### src/rtl/bcd_score_counter.sv
// -----------------------------------------------------------------------------
// bcd_score_counter
//
// Parametrised N-digit packed-BCD up/down score counter for a scoreboard.
// The raw inc/dec level inputs are synchronised and edge-detected. Each rising
// edge steps the score by +1 or -1. The counter can either wrap modulo
// 10^NDIGITS or saturate at 0 and at the maximum. A synchronous parallel load
// is provided, and its value is clamped digit-by-digit to the range 0..9.
//
// Parameters
//   NDIGITS  number of BCD digits, 1..8 (range 0 .. 10^NDIGITS-1)
//   WRAP     1: wrap at the boundaries, 0: saturate
//   DB_CYC   debounce stability window in clk cycles (>=2)
//
// Build option
//   BCD_DEBOUNCE_EN  when defined, a debounce filter is inserted per input
//                    between the synchroniser and the edge detector.
//                    When undefined, no debounce logic exists.
//
// Ports
//   clk       in   rising-edge system clock
//   reset     in   asynchronous active-low reset
//   inc       in   raw increment request (async level)
//   dec       in   raw decrement request (async level)
//   load      in   synchronous parallel load strobe
//   load_val  in   packed BCD load value, digit 0 in [3:0]
//   digits    out  packed BCD score, digit 0 in [3:0]
//   is_zero   out  all digits are 0
//   is_max    out  all digits are 9
//   wrapped   out  one-cycle pulse after a wrapping update (WRAP=1 only)
// -----------------------------------------------------------------------------
module bcd_score_counter #(
    parameter int NDIGITS = 2,
    parameter int WRAP    = 1,
    parameter int DB_CYC  = 16
) (
    input  logic                   clk,
    input  logic                   reset,
    input  logic                   inc,
    input  logic                   dec,
    input  logic                   load,
    input  logic [4*NDIGITS-1:0]   load_val,
    output logic [4*NDIGITS-1:0]   digits,
    output logic                   is_zero,
    output logic                   is_max,
    output logic                   wrapped
);

    localparam int             W         = 4 * NDIGITS;
    localparam logic           WRAP_EN   = (WRAP != 0);
    localparam logic [W-1:0]   ALL_NINES = {NDIGITS{4'd9}};
    localparam logic [W-1:0]   ALL_ZEROS = {W{1'b0}};

    // Elaboration-time parameter sanity checks.
    if ((NDIGITS < 1) || (NDIGITS > 8)) begin : g_bad_ndigits
        $error("bcd_score_counter: NDIGITS must be in 1..8");
    end
    if (DB_CYC < 2) begin : g_bad_db_cyc
        $error("bcd_score_counter: DB_CYC must be >= 2");
    end

    // ------------------------------------------------------------------
    // BCD helpers
    // ------------------------------------------------------------------

    // +1 with ripple carry: a 9 becomes 0 and passes the carry upward.
    function automatic logic [W-1:0] bcd_inc(input logic [W-1:0] v);
        logic [W-1:0] r;
        logic         carry;
        r     = v;
        carry = 1'b1;
        for (int i = 0; i < NDIGITS; i++) begin
            if (carry) begin
                if (v[4*i +: 4] == 4'd9) begin
                    r[4*i +: 4] = 4'd0;
                    carry       = 1'b1;
                end else begin
                    r[4*i +: 4] = v[4*i +: 4] + 4'd1;
                    carry       = 1'b0;
                end
            end else begin
                r[4*i +: 4] = v[4*i +: 4];
            end
        end
        return r;
    endfunction

    // -1 with ripple borrow: a 0 becomes 9 and passes the borrow upward.
    function automatic logic [W-1:0] bcd_dec(input logic [W-1:0] v);
        logic [W-1:0] r;
        logic         borrow;
        r      = v;
        borrow = 1'b1;
        for (int i = 0; i < NDIGITS; i++) begin
            if (borrow) begin
                if (v[4*i +: 4] == 4'd0) begin
                    r[4*i +: 4] = 4'd9;
                    borrow      = 1'b1;
                end else begin
                    r[4*i +: 4] = v[4*i +: 4] - 4'd1;
                    borrow      = 1'b0;
                end
            end else begin
                r[4*i +: 4] = v[4*i +: 4];
            end
        end
        return r;
    endfunction

    // Clamp any non-BCD nibble (A..F) to 9 so the score register
    // only ever holds legal BCD.
    function automatic logic [W-1:0] bcd_clamp(input logic [W-1:0] v);
        logic [W-1:0] r;
        r = v;
        for (int i = 0; i < NDIGITS; i++) begin
            if (v[4*i +: 4] > 4'd9) begin
                r[4*i +: 4] = 4'd9;
            end else begin
                r[4*i +: 4] = v[4*i +: 4];
            end
        end
        return r;
    endfunction

    // ------------------------------------------------------------------
    // Input path: bit 0 = inc, bit 1 = dec
    // ------------------------------------------------------------------
    logic [1:0] sync1_r;
    logic [1:0] sync2_r;
    logic [1:0] prev_r;
    logic [1:0] filt_s;
    logic [1:0] ev_s;

    // Two-flop synchroniser plus the edge-detector history flop.
    always_ff @(posedge clk or negedge reset) begin
        if (!reset) begin
            sync1_r <= 2'b00;
            sync2_r <= 2'b00;
            prev_r  <= 2'b00;
        end else begin
            sync1_r <= {dec, inc};
            sync2_r <= sync1_r;
            prev_r  <= filt_s;
        end
    end

`ifdef BCD_DEBOUNCE_EN
    localparam int CNT_W = $clog2(DB_CYC + 1);

    for (genvar g = 0; g < 2; g++) begin : g_db
        logic [CNT_W-1:0] cnt_r;
        logic             filt_r;

        // Debounce filter. filt takes the value of sync2 only after a run of
        // uninterrupted disagreement. Any agreement restarts the window.
        // The cycle on which sync2 itself changed already counts as the first
        // cycle of that run. As a result, the total latency from a stable
        // input to the score update is DB_CYC+2 edges.
        always_ff @(posedge clk or negedge reset) begin
            if (!reset) begin
                cnt_r  <= {CNT_W{1'b0}};
                filt_r <= 1'b0;
            end else if (sync2_r[g] == filt_r) begin
                cnt_r  <= {CNT_W{1'b0}};
                filt_r <= filt_r;
            end else if (cnt_r == CNT_W'(DB_CYC - 2)) begin
                cnt_r  <= {CNT_W{1'b0}};
                filt_r <= sync2_r[g];
            end else begin
                cnt_r  <= cnt_r + {{(CNT_W-1){1'b0}}, 1'b1};
                filt_r <= filt_r;
            end
        end

        assign filt_s[g] = filt_r;
    end
`else
    assign filt_s = sync2_r;
`endif

    assign ev_s = filt_s & ~prev_r;

    // ------------------------------------------------------------------
    // Score update
    // ------------------------------------------------------------------
    logic [W-1:0] digits_r;
    logic         wrapped_r;
    logic [W-1:0] digits_next_s;
    logic         wrapped_next_s;
    logic         net_inc_s;
    logic         net_dec_s;
    logic         at_max_s;
    logic         at_zero_s;

    assign at_max_s  = (digits_r == ALL_NINES);
    assign at_zero_s = (digits_r == ALL_ZEROS);

    // Next-score selection: load beats events, and opposing events cancel.
    always_comb begin
        digits_next_s  = digits_r;
        wrapped_next_s = 1'b0;
        net_inc_s      = ev_s[0] & ~ev_s[1];
        net_dec_s      = ev_s[1] & ~ev_s[0];

        if (load) begin
            digits_next_s = bcd_clamp(load_val);
        end else if (net_inc_s) begin
            if (at_max_s) begin
                if (WRAP_EN) begin
                    digits_next_s  = ALL_ZEROS;
                    wrapped_next_s = 1'b1;
                end else begin
                    digits_next_s = digits_r;
                end
            end else begin
                digits_next_s = bcd_inc(digits_r);
            end
        end else if (net_dec_s) begin
            if (at_zero_s) begin
                if (WRAP_EN) begin
                    digits_next_s  = ALL_NINES;
                    wrapped_next_s = 1'b1;
                end else begin
                    digits_next_s = digits_r;
                end
            end else begin
                digits_next_s = bcd_dec(digits_r);
            end
        end else begin
            digits_next_s = digits_r;
        end
    end

    // Score and wrap-pulse registers.
    always_ff @(posedge clk or negedge reset) begin
        if (!reset) begin
            digits_r  <= ALL_ZEROS;
            wrapped_r <= 1'b0;
        end else begin
            digits_r  <= digits_next_s;
            wrapped_r <= wrapped_next_s;
        end
    end

    assign digits  = digits_r;
    assign wrapped = wrapped_r;
    assign is_zero = at_zero_s;
    assign is_max  = at_max_s;

endmodule

### config.mk
export PLATFORM = sky130hd
export DESIGN_NAME = bcd_score_counter
export DESIGN_NICKNAME = d
export VERILOG_FILES = /design/src/rtl/bcd_score_counter.sv
export SDC_FILE = /design/constraint.sdc
export NUM_CORES = 1
export LEC_CHECK = 0
export ABC_AREA = 1
export CORE_UTILIZATION = 40
export DETAILED_ROUTE_END_ITERATION = 10
export PLACE_DENSITY = 0.71
export SETUP_SLACK_MARGIN = 0.3
export SLEW_MARGIN = 20
export SYNTH_ARGS = -nofsm -noshare
export SYNTH_HDL_FRONTEND = slang
export SYNTH_SLANG_ARGS = --single-unit
### constraint.sdc
create_clock -name clk -period 4.2 [get_ports clk]
set_input_delay 0.42 -clock clk [delete_from_list [all_inputs] [get_ports clk]]
set_output_delay 0.42 -clock clk [all_outputs]
set_load 0.01 [all_outputs]
==> reports/results.tsv, run 1 <==
stage	metric	value	unit
outcome	outcome	complete, no violations	
sta	rsz0062_at_grt	no	
setup_path	cp.required	3.78	ns
global_routing	grt_pass1_vias	1049	
clock_network	cts_tree	done	
synth	synthCells	160	
placed_design	portBuffers	23	
power	comb_power_share	45.9	%
routing	dr.pass1.iters	4	
setup_path	ff2ff_setup_slack	2.61	ns
floorplan	rows	19	
run	maxCapViolations	0	
routing	viasPerCell	5.06	
floorplan	die_x	55.9	µm
setup_path	cp-start-kind	register	
routing	route.detailed.drc	0	
setup_path	critPathKind	register to output port	
min_path	hold_end	filt_s[1]	
clock_network	clk_latency	0.29	ns
sta	slew-limit-headroom	54.6	%
sta	worst_pin_slew	0.680	ns
setup_path	crit_slowest_cell	clkdlybuf4s50_1	
routing	wl_per_cell	12.0	µm
floorplan	core	0.00276	mm²
floorplan	die_area	0.00313	mm²
power	peakVddDrop	384	µV
clock_network	cts-buffers-inserted	3	
min_path	whs_path_depth	0	
global_routing	grt.total_usage	18.8	%
placed_design	placed_area	0.00141	mm²
power	p_int	0.322	mW
clock_network	clock-sinks	15	
finish	stdcell_area	0.00144	mm²
power	seqPwrFrac	38.2	%
routing	drt-initial-drc-count	29	
floorplan	die_height	55.9	µm
synth	netlist.top_cell.by_area	dfrtp_1	
synth	synth_warnings	0	
synth	synth_top_area_share	32.3	%
power	switchingPower	0.232	mW
routing	ant_nets	0	
setup_path	max_stage_delay	0.56	ns
sta	report.final.slew_viol_count	0	
setup_path	r2r_end	digits[5]	
sta	period_share	58.7	%
clock_network	htreeDepth	1	
sta	clock_skew	0.00150	ns
setup_path	crit_chain	inv_1, ha_1, nand3_1, nor2_1, clkdlybuf4s50_1	
power	cellPowerDensity	385	mW/mm²
power	clkPwrFrac	15.9	%
global_routing	grt_max_degree	16	
setup_path	r2r-start	digits[4]	
setup_path	endpoint_kind	output port	
setup_path	path_max_fanout	8	
min_path	min_from	sync1_r[1]	
sta	max_freq	406	MHz
global_routing	grt_antenna_before_repair	0	
synth	synth_cell_type_count	24	
sta	setup_viol	0	
clock_network	cts_root_buffer	clkbuf_4	
sta	finalHoldViolations	0	
setup_path	r2r_cells	7	
synth	synth_area	0.00116	mm²
finish	nets	205	
clock_network	cts_hold_buf	0	
synth	ys_ff_latch	15	
power	p_leak	0.724	nW
synth	seq_area_frac_synth	32.3	%
clock_network	clock_path_buffers	2	
floorplan	floorplan.initialDensity	42.2	%
floorplan	io_pins	24	
setup_path	crit_arrival	2.04	ns
power	p_sw_share	41.9	%
routing	routed_wl	2.58	mm
clock_network	ctsResizeCount	0	
synth	synthTopCellsByArea	dfrtp_1, nand2_1, nand3_1	
routing	vias	1088	
sta	period_minus_slack	2.46	ns
placed_design	gp_congestion	0.883	
global_routing	overflow	0	
synth	avgSynthCellArea	7.26	µm²
finish	antenna_cells	0	
global_routing	grt_pass1_wl	4.58	mm
placed_design	dp_hpwl	2.05	mm
clock_network	postCtsSetupBuffers	0	
synth	synth_nets	180	
min_path	worstHoldPathType	register to register	
clock_network	clk_pin_slew	0.10	ns
finish	area_growth_syn_to_layout	23.9	%
finish	drive_above_1_share	12.5	%
sta	fin_tns_setup	0	ns
## worst max path at each step
stage | slack [ns] | start | end | cells past startpoint
finish | 1.74 | digits[4] | is_zero | 5
global route | 1.54 | digits[4] | is_zero | 5
CTS | 1.73 | digits[4] | is_zero | 5
detailed placement | 2.08 | digits[4] | is_zero | 5
global placement | 2.13 | digits[4] | is_zero | 5
floorplan | 2.63 | digits[4] | is_zero | 4
## state kept, by name (all words and copies together), names as in the netlist
register,cells
sync1_r,2
digits,8
prev_r,2
filt_s,2
wrapped,1
## power groups by stage
stage,clock [mW],sequential (mW),combinational (mW)
6_report,0.0881,0.211,0.254
5_1_grt,0.101,0.218,0.289
4_1_cts,0.0936,0.211,0.256
3_5_place_dp,0,0.214,0.255
3_3_place_gp,0,0.211,0.249
2_1_floorplan,0,0.206,0.172
## synthesized netlist by cell type, drive strengths merged
cell    count
xor2        1
inv        20
or2         1
o21ai       7
nor2       23
buf         3
nand3      28
nand2      42
dfrtp      15
bufinv      1
a21oi       7
xnor2       2
nand4       3
ha          7
## through the flow
stage | power [mW] | std cells | utilization [%] | hold slack [ns] | setup slack [ns]
3_3_place_gp | 0.459 | 211 | 51.1 | 0.332 | 2.13
3_5_place_dp | 0.468 | 211 | 51.1 | 0.336 | 2.08
4_1_cts | 0.561 | 215 | 52.2 | 0.361 | 1.73
2_1_floorplan | 0.378 | 160 | - | 0.124 | 2.63
5_1_grt | 0.608 | 215 | 52.2 | 0.370 | 1.54
6_report | 0.554 | 215 | 52.2 | 0.359 | 1.74
## layer usage
metal / global-route usage [%] / wire [µm]
met5: 0 / 0
met4: 5.23 / 15
met3: 5.12 / 124
met2: 32.7 / 1310
met1: 22.9 / 1130
## layout make-up
cell class | count | area [µm²]
Tap cell | 31 | 38.8
Clock buffer | 3 | 22.5
Inverter | 21 | 97.6
Timing Repair Buffer | 23 | 230
Sequential cell | 15 | 375
Fill cell | 272 | 1320
Clock inverter | 1 | 7.51
Multi-Input combinational cell | 121 | 668
## placed cells by master (no fill, tap or decap), types with 3 or more instances in the layout
master,instances
dfrtp_1,15
nand2_1,39
o21ai_0,5
ha_1,7
nand4_1,3
clkdlybuf4s50_1,23
nor2_1,19
clkbuf_4,3
nand3_1,22
a21oi_1,7
inv_1,16
nand3_2,5
nor2_4,3
## cells by family after synthesis
family	count (synthesis)	share of synthesized area (%)
adders and majority gates	7	7.53
xor gates and xnor gates	3	2.26
DFF	15	32.3
buffers and inverters	24	10.2
AOI/OAI and AO/OA	14	6.03
and+or+nand+nor	97	41.7
## critical path, delay by kind of cell, from the launching register on
family | cells | cell delay [ns]
DFF | 1 | 0.47
and+or+nand+nor | 2 | 0.34
buffers and inverters | 2 | 0.70
adders and majority gates | 1 | 0.23
Note: power is estimated with default switching activity, not from simulation.
==> run 2, diff against run 1 <==
--- a/config.mk
+++ b/config.mk
@@ -8,7 +8,7 @@
 export ABC_AREA = 1
 export CORE_UTILIZATION = 40
 export DETAILED_ROUTE_END_ITERATION = 10
-export PLACE_DENSITY = 0.71
+export PLACE_DENSITY = 0.73
 export SETUP_SLACK_MARGIN = 0.3
 export SLEW_MARGIN = 20
 export SYNTH_ARGS = -nofsm -noshare
==> constraint.sdc (replaced) <==
create_clock -name clk -period 2.15 [get_ports clk]
set_input_delay 0.215 -clock clk [delete_from_list [all_inputs] [get_ports clk]]
set_output_delay 0.215 -clock clk [all_outputs]
set_load 0.01 [all_outputs]
==> run 2 against run 1 <==
Effect of this change: critical path depth did not move; worst setup slack got worse by 1.4 ns; clock-buffer cell count rose by 1; first-iteration DRC count fell by 21%; hold slack got worse by 0.015 ns; power rose by 110%; routed wire length rose by 5.5%; register-to-register slack got worse by 2.0 ns; global-route usage fell by 0.30 points; final area rose by 5.0%; non-clock buffer count rose by 6; die area did not move; largest cell class unchanged; highest routed layer unchanged.
==> reports/results.tsv, run 2 (same netlist as run 1, synthesis figures left out) <==
stage	metric	value	unit	change
outcome	outcome	complete, no violations		
global_routing	grt.total_usage	18.5	%	-0.30 points
routing	viasPerCell	5.17		+2.2%
global_routing	overflow	0		unchanged
clock_network	htreeDepth	1		unchanged
power	p_leak	0.759	nW	+4.8%
global_routing	grt_antenna_before_repair	0		unchanged
power	seqPwrFrac	34.5	%	-3.7 points
finish	final_cell_mix	nand2_1, nand3_1, clkdlybuf4s50_1		
clock_network	clock-sinks	15		unchanged
power	peakVddDrop	358	µV	-6.6%
run	maxCapViolations	0		unchanged
power	totalPowerFinal	1.14	mW	+110%
setup_path	endpoint_kind	output port		
floorplan	io_pins	24		unchanged
sta	setup_viol	0		unchanged
routing	wl_per_cell	12.3	µm	+2.6%
floorplan	floorplan.initialDensity	42.2	%	unchanged
clock_network	cts-buffers-inserted	3		unchanged
finish	drive_above_1_share	20.0	%	+7.5 points
placed_design	gp_congestion	0.940		+6.5%
clock_network	cts_root_buffer	clkbuf_4		
clock_network	cts_tree	done		
floorplan	die_area	0.00313	mm²	unchanged
sta	clock_skew	0.00103	ns	-0.000466 ns
routing	routed_wl	2.72	mm	+5.5%
finish	antenna_cells	0		unchanged
setup_path	cp.required	1.93	ns	-1.85 ns
placed_design	dp_cells	212		+0.47%
clock_network	clk_pin_slew	0.09	ns	about the same
floorplan	die_height	55.9	µm	unchanged
floorplan	core	0.00276	mm²	unchanged
power	p_int	0.672	mW	+110%
finish	layout_commonest_cell	nand2_1		
sta	rsz0062_at_grt	yes		
sta	worst_pin_slew	0.699	ns	+0.0193 ns
sta	period_minus_slack	1.77	ns	
power	switchingPower	0.471	mW	+100%
placed_design	portBuffers	23		unchanged
sta	period_share	82.4	%	
sta	report.final.slew_viol_count	0		unchanged
power	cellPowerDensity	757	mW/mm²	+97%
sta	finalHoldViolations	0		unchanged
sta	fin_tns_setup	0	ns	unchanged
sta	slew-limit-headroom	53.3	%	-1.3 points
setup_path	cp-start-kind	register		
min_path	worstHoldPathType	input port to asynchronous set/reset pin		
routing	drt-initial-drc-count	23		-21%
routing	route.detailed.drc	0		unchanged
global_routing	grt_pass1_wl	4.61	mm	+0.61%
floorplan	rows	19		unchanged
setup_path	path_max_fanout	5		-3
finish	nets	211		+2.9%
finish	area_growth_syn_to_layout	30.0	%	
finish	fillers	275		+1.1%
clock_network	clk_latency	0.28	ns	about the same
global_routing	grt_pass1_vias	1085		+3.4%
routing	dr.pass1.iters	4		unchanged
setup_path	critPathKind	register to output port		
clock_network	clock_path_buffers	2		unchanged
routing	vias	1143		+5.1%
power	comb_power_share	51.1	%	+5.2 points
power	clkPwrFrac	14.4	%	-1.5 points
placed_design	dp_hpwl	2.01	mm	-1.9%
power	p_sw_share	41.2	%	-0.71 points
routing	ant_nets	0		unchanged
global_routing	grt_max_degree	16		unchanged
floorplan	die_x	55.9	µm	unchanged
finish	largest_reg_flops	8		unchanged
setup_path	crit_arrival	1.56	ns	-0.48 ns
finish	layoutNonFillerInstCount	221		+2.8%
sta	max_freq	564	MHz	
clock_network	cts_hold_buf	0		unchanged
==> run 2: power by group through the flow <==
stage | Sequential (mW) | Clock [mW] | Combinational (mW)
floorplan | 0.403 | 0 | 0.335
global placement | 0.411 | 0 | 0.485
detailed placement | 0.415 | 0 | 0.499
CTS | 0.397 | 0.167 | 0.556
global route | 0.403 | 0.182 | 0.648
finish | 0.395 | 0.164 | 0.585
==> run 2: metrics by stage <==
stage | hold slack (ns) | setup slack, ns | instance area [µm²] | util (%)
CTS | 0.355 | 0.305 | 1480 | 53.8
global route | 0.356 | 0.283 | 1510 | 54.8
floorplan | -0.0806 | 0.652 | 1160 | -
detailed placement | 0.335 | 0.176 | 1420 | 51.4
finish | 0.344 | 0.377 | 1510 | 54.8
global placement | 0.345 | 0.287 | 1420 | 51.4
==> run 2: worst paths after layout <==
path	startpoint	end	depth (start not counted)	slack, ns
worst max register to register	digits[4]	digits[5]	7	0.59
worst max-delay path	digits[4]	is_zero	5	0.38
worst min register to register	sync1_r[1]	filt_s[1]	0	0.36
max in group asynchronous	reset	digits[0]	1	1.32
min in group clk	sync1_r[1]	filt_s[1]	0	0.36
worst min-delay path	reset	sync1_r[0]	1	0.34
==> run 2: critical path, stage by stage (launching register included) <==
cell and delay [ns]:
dfrtp_2 0.43, inv_2 0.09, ha_2 0.23, nand3_2 0.14, nor2_4 0.11, dlygate4sd2_1 0.27
==> run 2: layout make-up <==
cell class / count / area [µm²] / share of cell area, %
inverter: 21 / 97.6 / 6.46
multi-input combinational: 121 / 698 / 46.2
sequential: 15 / 378 / 25.0
timing repair buffer: 29 / 273 / 18.0
clock buffer: 4 / 26.3 / 1.74
tap: 31 / 38.8 / 2.57
==> run 2: routing by layer <==
metal	vias up	GRT usage [%]	routed length, µm
met4	0	4.18	21
met3	2	4.65	208
met1	525	22.7	1150
li1	575	-	-
met2	41	32.7	1340
met5	-	0	0
==> run 2: repair_timing <==
action,in CTS,in global routing
endpoints found under the setup margin,2,1
buffers inserted,4,1
resized for setup,10,4
